### config.mk
export PLATFORM = sky130hd
export DESIGN_NAME = writeback_queue
export DESIGN_NICKNAME = d
export VERILOG_FILES = /design/src/rtl/riscv_pkg.sv /design/src/rtl/wb_fwd_match.sv /design/src/rtl/writeback_queue.sv
export SDC_FILE = /design/constraint.sdc
export NUM_CORES = 1
export LEC_CHECK = 0
export ABC_CLOCK_PERIOD_IN_PS = 13300
export CAP_MARGIN = 20
export CORE_MARGIN = 2
export CORE_UTILIZATION = 30
export CTS_BUF_LIST = sky130_fd_sc_hd__clkbuf_8
export CTS_CLUSTER_DIAMETER = 30
export DETAILED_ROUTE_END_ITERATION = 16
export PLACE_DENSITY = 0.59
export REMOVE_ABC_BUFFERS = 1
export SLEW_MARGIN = 20
export SYNTH_ARGS = -nofsm -noshare
export SYNTH_HDL_FRONTEND = slang
export SYNTH_SLANG_ARGS = --single-unit
### constraint.sdc
create_clock -name clk -period 13.3 [get_ports clk]
set_clock_uncertainty 0.15 [all_clocks]
set_input_delay 3.325 -clock clk [delete_from_list [all_inputs] [get_ports clk]]
set_output_delay 3.325 -clock clk [all_outputs]
set_load 0.01 [all_outputs]
### src/rtl/riscv_pkg.sv
// Shared register-file types for the writeback path.
package riscv_pkg;
  localparam int REG_IDX_W = 5;
  localparam logic [REG_IDX_W-1:0] ZERO_REG = 5'd0;
  localparam int XLEN = 32;

  typedef struct packed {
    logic [REG_IDX_W-1:0] reg_idx;
    logic [XLEN-1:0]      data;
  } wb_entry_t;
endpackage

### src/rtl/wb_fwd_match.sv
// Youngest-match search over the pending writeback entries for one lookup port.
module wb_fwd_match
  import riscv_pkg::*;
#(
  parameter int n     = 32,
  parameter int DEPTH = 4
) (
  input  logic [REG_IDX_W-1:0]       entry_reg  [DEPTH],
  input  logic [n-1:0]               entry_data [DEPTH],
  input  logic [$clog2(DEPTH)-1:0]   head,
  input  logic [$clog2(DEPTH):0]     count,
  input  logic [REG_IDX_W-1:0]       lookup_reg,
  output logic                       hit,
  output logic [n-1:0]               data
);
  localparam int PW = $clog2(DEPTH);
  localparam int CW = PW + 1;

  // Walk oldest to youngest so the last valid match (the youngest) wins.
  always_comb begin
    hit  = 1'b0;
    data = {n{1'b0}};
    for (int k = 0; k < DEPTH; k++) begin
      if ((CW'(k) < count) && (lookup_reg != ZERO_REG) &&
          (entry_reg[head + PW'(k)] == lookup_reg)) begin
        hit  = 1'b1;
        data = entry_data[head + PW'(k)];
      end else begin
        hit  = hit;
        data = data;
      end
    end
  end
endmodule

### src/rtl/writeback_queue.sv
// Writeback FIFO in front of the register file write port, with read forwarding.
module writeback_queue
  import riscv_pkg::*;
#(
  parameter int n     = 32,
  parameter int DEPTH = 4
) (
  input  logic                       clk,
  input  logic                       rst,
  input  logic                       wb_valid,
  output logic                       wb_ready,
  input  logic [REG_IDX_W-1:0]       wb_reg,
  input  logic [n-1:0]               wb_data,
  input  logic                       drain_en,
  output logic                       write,
  output logic [REG_IDX_W-1:0]       write_reg,
  output logic [n-1:0]               write_data,
  input  logic [REG_IDX_W-1:0]       lookup_reg1,
  input  logic [REG_IDX_W-1:0]       lookup_reg2,
  output logic                       fwd_hit1,
  output logic                       fwd_hit2,
  output logic [n-1:0]               fwd_data1,
  output logic [n-1:0]               fwd_data2,
  output logic [$clog2(DEPTH):0]     count
);
  localparam int PW = $clog2(DEPTH);
  localparam int CW = PW + 1;

  logic [REG_IDX_W-1:0] entry_reg_r  [DEPTH];
  logic [n-1:0]         entry_data_r [DEPTH];
  logic [PW-1:0]        head_r;
  logic [PW-1:0]        tail_r;
  logic [CW-1:0]        count_r;
  logic                 push_s;
  logic                 pop_s;

  // Writes to x0 complete the handshake but are dropped instead of stored.
  assign wb_ready = (count_r < CW'(DEPTH));
  assign push_s   = wb_valid && wb_ready && (wb_reg != ZERO_REG);
  assign pop_s    = write;
  assign count    = count_r;

  // Head entry drives the register file port whenever the queue is non-empty.
  always_comb begin
    if (count_r != {CW{1'b0}}) begin
      write      = drain_en;
      write_reg  = entry_reg_r[head_r];
      write_data = entry_data_r[head_r];
    end else begin
      write      = 1'b0;
      write_reg  = ZERO_REG;
      write_data = {n{1'b0}};
    end
  end

  // Entry storage; validity is tracked by head/count, so no reset is needed.
  always_ff @(posedge clk) begin
    if (push_s) begin
      entry_reg_r[tail_r]  <= wb_reg;
      entry_data_r[tail_r] <= wb_data;
    end
  end

  // Pointers and occupancy; pointers wrap naturally at DEPTH.
  always_ff @(posedge clk) begin
    if (rst) begin
      head_r  <= {PW{1'b0}};
      tail_r  <= {PW{1'b0}};
      count_r <= {CW{1'b0}};
    end else begin
      if (push_s) begin
        tail_r <= tail_r + PW'(1);
      end
      if (pop_s) begin
        head_r <= head_r + PW'(1);
      end
      case ({push_s, pop_s})
        2'b10:   count_r <= count_r + CW'(1);
        2'b01:   count_r <= count_r - CW'(1);
        default: count_r <= count_r;
      endcase
    end
  end

  wb_fwd_match #(.n(n), .DEPTH(DEPTH)) u_fwd1 (
    .entry_reg  (entry_reg_r),
    .entry_data (entry_data_r),
    .head       (head_r),
    .count      (count_r),
    .lookup_reg (lookup_reg1),
    .hit        (fwd_hit1),
    .data       (fwd_data1)
  );

  wb_fwd_match #(.n(n), .DEPTH(DEPTH)) u_fwd2 (
    .entry_reg  (entry_reg_r),
    .entry_data (entry_data_r),
    .head       (head_r),
    .count      (count_r),
    .lookup_reg (lookup_reg2),
    .hit        (fwd_hit2),
    .data       (fwd_data2)
  );
endmodule

==> results.toml, run 1 <==
[yosys]
synth-main-ff-cell = "edfxtp_1"
yosys.area.top_type = "edfxtp_1"
ys.warnings.count = 0
synth_enable_flop_cells = 148
ys_seq_area_share_pct = 36.7
synth_top_cell_area_share_pct = 35.6
ys_top_cells_by_area = "edfxtp_1 36%, mux2i_1 15%, nor2_1 6.4%"
synthCells = 1343
syn_area_per_cell_um2 = 9.30
ys_ff_latch = 155
ys_types = 55
async_flop_share_pct = 0
netlist_area_um2 = 12500

[drt]
ant_nets = 0
drt_pass1_iterations = 6
vias = 10900
post-route-drc-count = 0
first_iter_violations = 949
wire_per_inst_um = 20.9
finalWirelength_mm = 40.9
post_drt_via_cell_ratio = 5.58

[layout]
final_common_cell = "nor2_1"
nNetsFinal = 1471
drive_gt1_share_pct = 8.92
finalNonFillerCells = 1957
fillers = 4131
final_cell_mix = "214 x nor2_1, 184 x mux2i_1, 158 x clkdlybuf4s50_1"
syn2layout_area_growth_pct = 18.6

[sta]
tns_ns = 0
slew_viol_final = 0
setup_slack_ns = 2.29
slew_headroom_pct = 27.3
hold_violations = 0
rsz0062_at_grt = "no"
period_share_pct = 82.8
min_period_ns = 11.01
fmax_ghz = 0.0908
finalSetupViolCount = 0
worst_pin_slew_ns = 1.09

[clock_network]
cts_resized = 0
clk_path_buf_depth = 2
path_clk_slew_ns = 0.10
cts_root_buffer = "clkbuf_8"
clkLatencyLatePin_ns = 0.48
cts_tree = "yes"
htree_levels = 4
numCtsBuffers = 17
holdBufCountCts = 0
post_cts_buffers = 0
clock_sinks = 155

[global_route]
antenna_found_initial = 4
globalRouteOverflowTotal = 0
track_usage_pct = 18.4
grt_first_pass_wirelength_mm = 61.7
grt_pass1_vias = 10300
grt_max_degree = 98

[critical_path]
cp_slowest_stage_delay_ns = 0.80
crit_required_ns = 9.82
cp_max_fo = 32
endpoint_kind = "primary output"
crit_top_cell = "clkdlybuf4s50_1"
critPathSlowestCell = "or4_2"
crit_family = "simple AND/OR/NAND/NOR gates"
crit_type = "in2out"
critPathBufInv = 3
critical_path_arrival_ns = 7.54
reg2reg_from = "count[1]"
cp-startpoint = "lookup_reg1[0]"
critical_path.cell_chain = "clkdlybuf4s50_1 > or4_1 > nor2_1 > or4_2 > and2_1 > o21ai_4 > buf_16 > o31ai_1 > clkdlybuf4s50_1"
critical_path.startpoint_type = "input pin"

[floorplanning]
rows = 74
die_y_um = 208
fp.dieW_um = 208
ios = 159
start_util_pct = 30.5
die_area_um2 = 43300
core_um2 = 40900

[power_and_ir_drop]
power_uw = 2250
power_density_nw_per_um2 = 152
cellLeakagePower_uw = 0.00483
vdd_drop_max_mv = 0.0899

[min_path]
worstHoldStart = "tail_r[1]"
min_path_type = "reg2reg"

[placed_design]
dp_slack_ns = 2.32
hpwl_mm = 26.1
gp_congestion = 0.842
placed_cells = 1924
port_buffers = 158

[outcome]
run_status = "finished clean"

[run]
cap_violations = 0
## cell families (layout without fill, tap and decap cells)
group                    after synthesis  after routing  synth area share (%)
adder cells (fa/ha/maj)                9              9                 0.902
multiplexers                         240            240                  21.6
XOR/XNOR                              43             43                  3.02
other                                  0              1                     0
buffers and inverters                196            277                  6.40
AO/OA/AOI/OAI                        305            305                  16.7
AND/OR/NAND/NOR                      395            395                  14.6
flip-flops                           155            155                  36.7
## synthesized netlist by cell type (9+ instances only)
master,n
nor2b_1,14
xor2_1,14
ha_1,9
nand2_1,41
mux4_2,20
a31oi_1,27
inv_1,67
o21ai_0,17
nor2_1,214
edfxtp_1,148
mux2_2,32
o31ai_1,56
o32a_1,27
a21oi_1,96
or3_1,31
o2111ai_1,27
clkbuf_1,73
buf_1,21
mux2i_1,184
xnor2_1,29
nor3_1,34
a211oi_1,29
buf_2,30
nand2b_1,30
## area by class of cell
type                       count  area [µm²]  share of cell area, %
clock buffer                  17         234                   1.58
antenna                        1        2.50                 0.0169
clock inverter                15         144                  0.972
timing repair buffer         178        1750                   11.8
inverter                      67         254                   1.72
tap                          532         666                   4.50
sequential                   155        4590                   31.0
multi-input combinational    992        7160                   48.4
## tightest hold or removal path, stage by stage, from the launching register on
cell and delay, ns:
dfxtp_1 0.35, mux2i_1 0.14, nor2_1 0.05
## worst paths after layout
kind              slack, ns            end  cells after the start
hold / removal         0.43      tail_r[1]                      2
hold reg to reg        0.43      tail_r[1]                      2
setup reg to reg      10.13       count[2]                      8
setup / recovery       2.29  fwd_data1[29]                      9
## metal layers
metal	routed length [µm]	global-route usage, %	vias to the layer above
li1	-	-	5125
met2	19300	30.4	411
met4	792	5.06	6
met5	42	0	-
met3	2660	3.15	65
met1	18100	24.7	5304
## per-stage QoR
stage	utilization [%]	area [µm²]	hold WS [ns]
after floorplan	-	11900	0.364
after global placement	35.2	14400	0.397
after detailed placement	35.3	14400	0.415
after CTS	36.2	14800	0.440
after global routing	36.2	14800	0.476
final	36.2	14800	0.430
## report_power, final
| group | leakage (µW) | internal [µW] | switching [µW] | total (µW) |
|---|---|---|---|---|
| sequential | 0.00142 | 592 | 74.3 | 666 |
| clock | 0.000190 | 152 | 203 | 355 |
| combinational | 0.00322 | 527 | 701 | 1230 |
## registers in the layout, summed over array words and instances (netlist names)
register,cells
entry_data_r,128
tail_r,2
entry_reg_r,20
count,3
head_r,2
Note: power is estimated with default switching activity, not from simulation.
==> run 2: changes to the inputs <==
- ABC_CLOCK_PERIOD_IN_PS: 13300 -> 9500
- PLACE_DENSITY: 0.59 -> 0.6
- clock period: 13.3 -> 9.5 ns (I/O delays scaled with it)
==> run 2 against run 1 <==
Compared with the run above:
- register-to-register slack got worse by 3.4 ns
- sequential share of layout area decreased by 0.081 points
- worst setup slack got worse by 1.6 ns
- combinational power increased by 40%
- largest power group unchanged
- first-iteration DRC count decreased by 8.9%
- highest routed layer unchanged
==> results.toml, run 2 (synthesized netlist as in run 1, its figures left out) <==
[global_route]
grt_first_pass_wirelength_mm = 61.0
track_usage_pct = 17.9
grt_max_degree = 120
grt_pass1_vias = 10700
globalRouteOverflowTotal = 0
antenna_found_initial = 5

[placed_design]
placed_cells = 1928
port_buffers = 158
gp_congestion = 0.817
placed_cell_area_um2 = 14500
hpwl_mm = 25.9

[clock_network]
clk_path_buf_depth = 2
cts_tree = "yes"
post_cts_buffers = 0
path_clk_slew_ns = 0.10
clkLatencyLatePin_ns = 0.46
holdBufCountCts = 0
cts_root_buffer = "clkbuf_8"
cts_resized = 0
clock_sinks = 155
htree_levels = 4
numCtsBuffers = 17

[outcome]
run_status = "finished clean"

[layout]
fillers = 4128
final_common_cell = "nor2_1"
nNetsFinal = 1475
largest_register_ffs = 128
register_area_um2 = 4590
post-route-util_pct = 36.3
largest-register = "entry_data_r"
multi_input_area_um2 = 7160
final_cell_mix = "214 x nor2_1, 184 x mux2i_1, 158 x clkdlybuf4s50_1"
design_area_um2 = 14800
drive_gt1_share_pct = 9.24
finalNonFillerCells = 1963
syn2layout_area_growth_pct = 18.9

[power_and_ir_drop]
seq_power_share_pct = 29.2
cellLeakagePower_uw = 0.00485
p_sw_uw = 1360
switching_share_pct = 43.2
power_frac_clock_pct = 16.0
pwr-share-comb_pct = 54.8
internal-power_uw = 1790
power_density_nw_per_um2 = 212
vdd_drop_max_mv = 0.152

[critical_path]
worstReg2RegEnd = "count[2]"
cp_slowest_stage_delay_ns = 0.67
crit_type = "in2out"
cp_max_fo = 27
crit_family = "buffers and inverters"
reg2reg_from = "count[1]"
rrSetupSlack_ns = 6.77
crit_required_ns = 6.98
endpoint_kind = "primary output"
critical_path.startpoint_type = "input pin"
ff2ff_path_depth = 7
critPathBufInv = 3
crit_top_cell = "clkdlybuf4s50_1"
critical_path.cell_chain = "clkdlybuf4s50_1 > or4_1 > o22ai_1 > or4_4 > nor2_4 > xnor2_2 > buf_4 > o2111ai_1 > a31oi_1 > clkdlybuf4s50_1"
critical_path_arrival_ns = 6.26
critPathSlowestCell = "clkdlybuf4s50_1"

[min_path]
min_path_type = "reg2reg"
worstHoldStart = "tail_r[1]"
holdPathEnd = "tail_r[1]"
hold-path-cell-count = 2

[sta]
fmax_ghz = 0.114
period_share_pct = 92.5
rsz0062_at_grt = "no"
min_period_ns = 8.79
slew_headroom_pct = 28.5
finalSetupViolCount = 0
hold_violations = 0
tns_ns = 0
slew_viol_final = 0
worst_pin_slew_ns = 1.07

[floorplanning]
rows = 74
ios = 159
fp.dieW_um = 208
core_um2 = 40900
die_area_um2 = 43300
die_y_um = 208
start_util_pct = 30.5

[drt]
post-route-drc-count = 0
finalWirelength_mm = 39.9
wire_per_inst_um = 20.3
post_drt_via_cell_ratio = 5.53
ant_nets = 0
drt_pass1_iterations = 5
vias = 10900
first_iter_violations = 865

[run]
cap_violations = 0
[run 2: power by group through the flow]
stage / combinational [µW] / clock, µW / sequential, µW
after floorplan: 1050 / 0 / 988
after global placement: 1700 / 0 / 930
after detailed placement: 1720 / 0 / 934
after CTS: 1730 / 518 / 918
after global routing: 1860 / 545 / 932
final: 1720 / 503 / 918
[run 2: worst max path at each step]
| stage | start | to | slack [ns] | depth (start not counted) |
|---|---|---|---|---|
| CTS | lookup_reg2[1] | fwd_data2[9] | 0.81 | 10 |
| finish | lookup_reg2[2] | fwd_data2[9] | 0.71 | 10 |
| global route | lookup_reg2[2] | fwd_data2[14] | 0.58 | 11 |
| floorplan | head_r[1] | fwd_data1[30] | -9.38 | 6 |
| global placement | lookup_reg2[2] | fwd_data2[9] | 0.88 | 10 |
| detailed placement | lookup_reg2[1] | fwd_data2[14] | 0.83 | 11 |
[run 2: per-layer routing]
| metal | track usage (%) | vias up | part of all wire [%] |
|---|---|---|---|
| met4 | 4.65 | 4 | 1.3 |
| met5 | 0 | - | 0.068 |
| li1 | - | 5109 | - |
| met3 | 3.17 | 49 | 7.1 |
| met2 | 30.4 | 420 | 48 |
| met1 | 23.4 | 5277 | 43 |
[run 2: through the flow]
stage	power, µW	setup slack (ns)	hold slack [ns]
4_1_cts	3160	0.807	0.413
3_3_place_gp	2630	0.880	0.400
2_1_floorplan	2030	-9.38	0.364
6_report	3140	0.712	0.408
5_1_grt	3340	0.582	0.455
3_5_place_dp	2650	0.827	0.396
[run 2: worst reg2reg max path, delay by kind of cell (launching register included)]
kind	cells	cell delay [ns]
compound gates	1	0.14
buf+inv	1	0.14
flops	1	0.38
simple gates	3	1.28
fa+ha+maj	2	0.59
[run 2: cell type report]
cell class	count	area share [%]
antenna	3	0.0506
clock buffer	17	1.58
clock inverter	15	1.05
inverter	67	1.71
multi-input combinational	992	48.3
sequential	155	30.9
tap	532	4.48
timing repair buffer	182	12.0
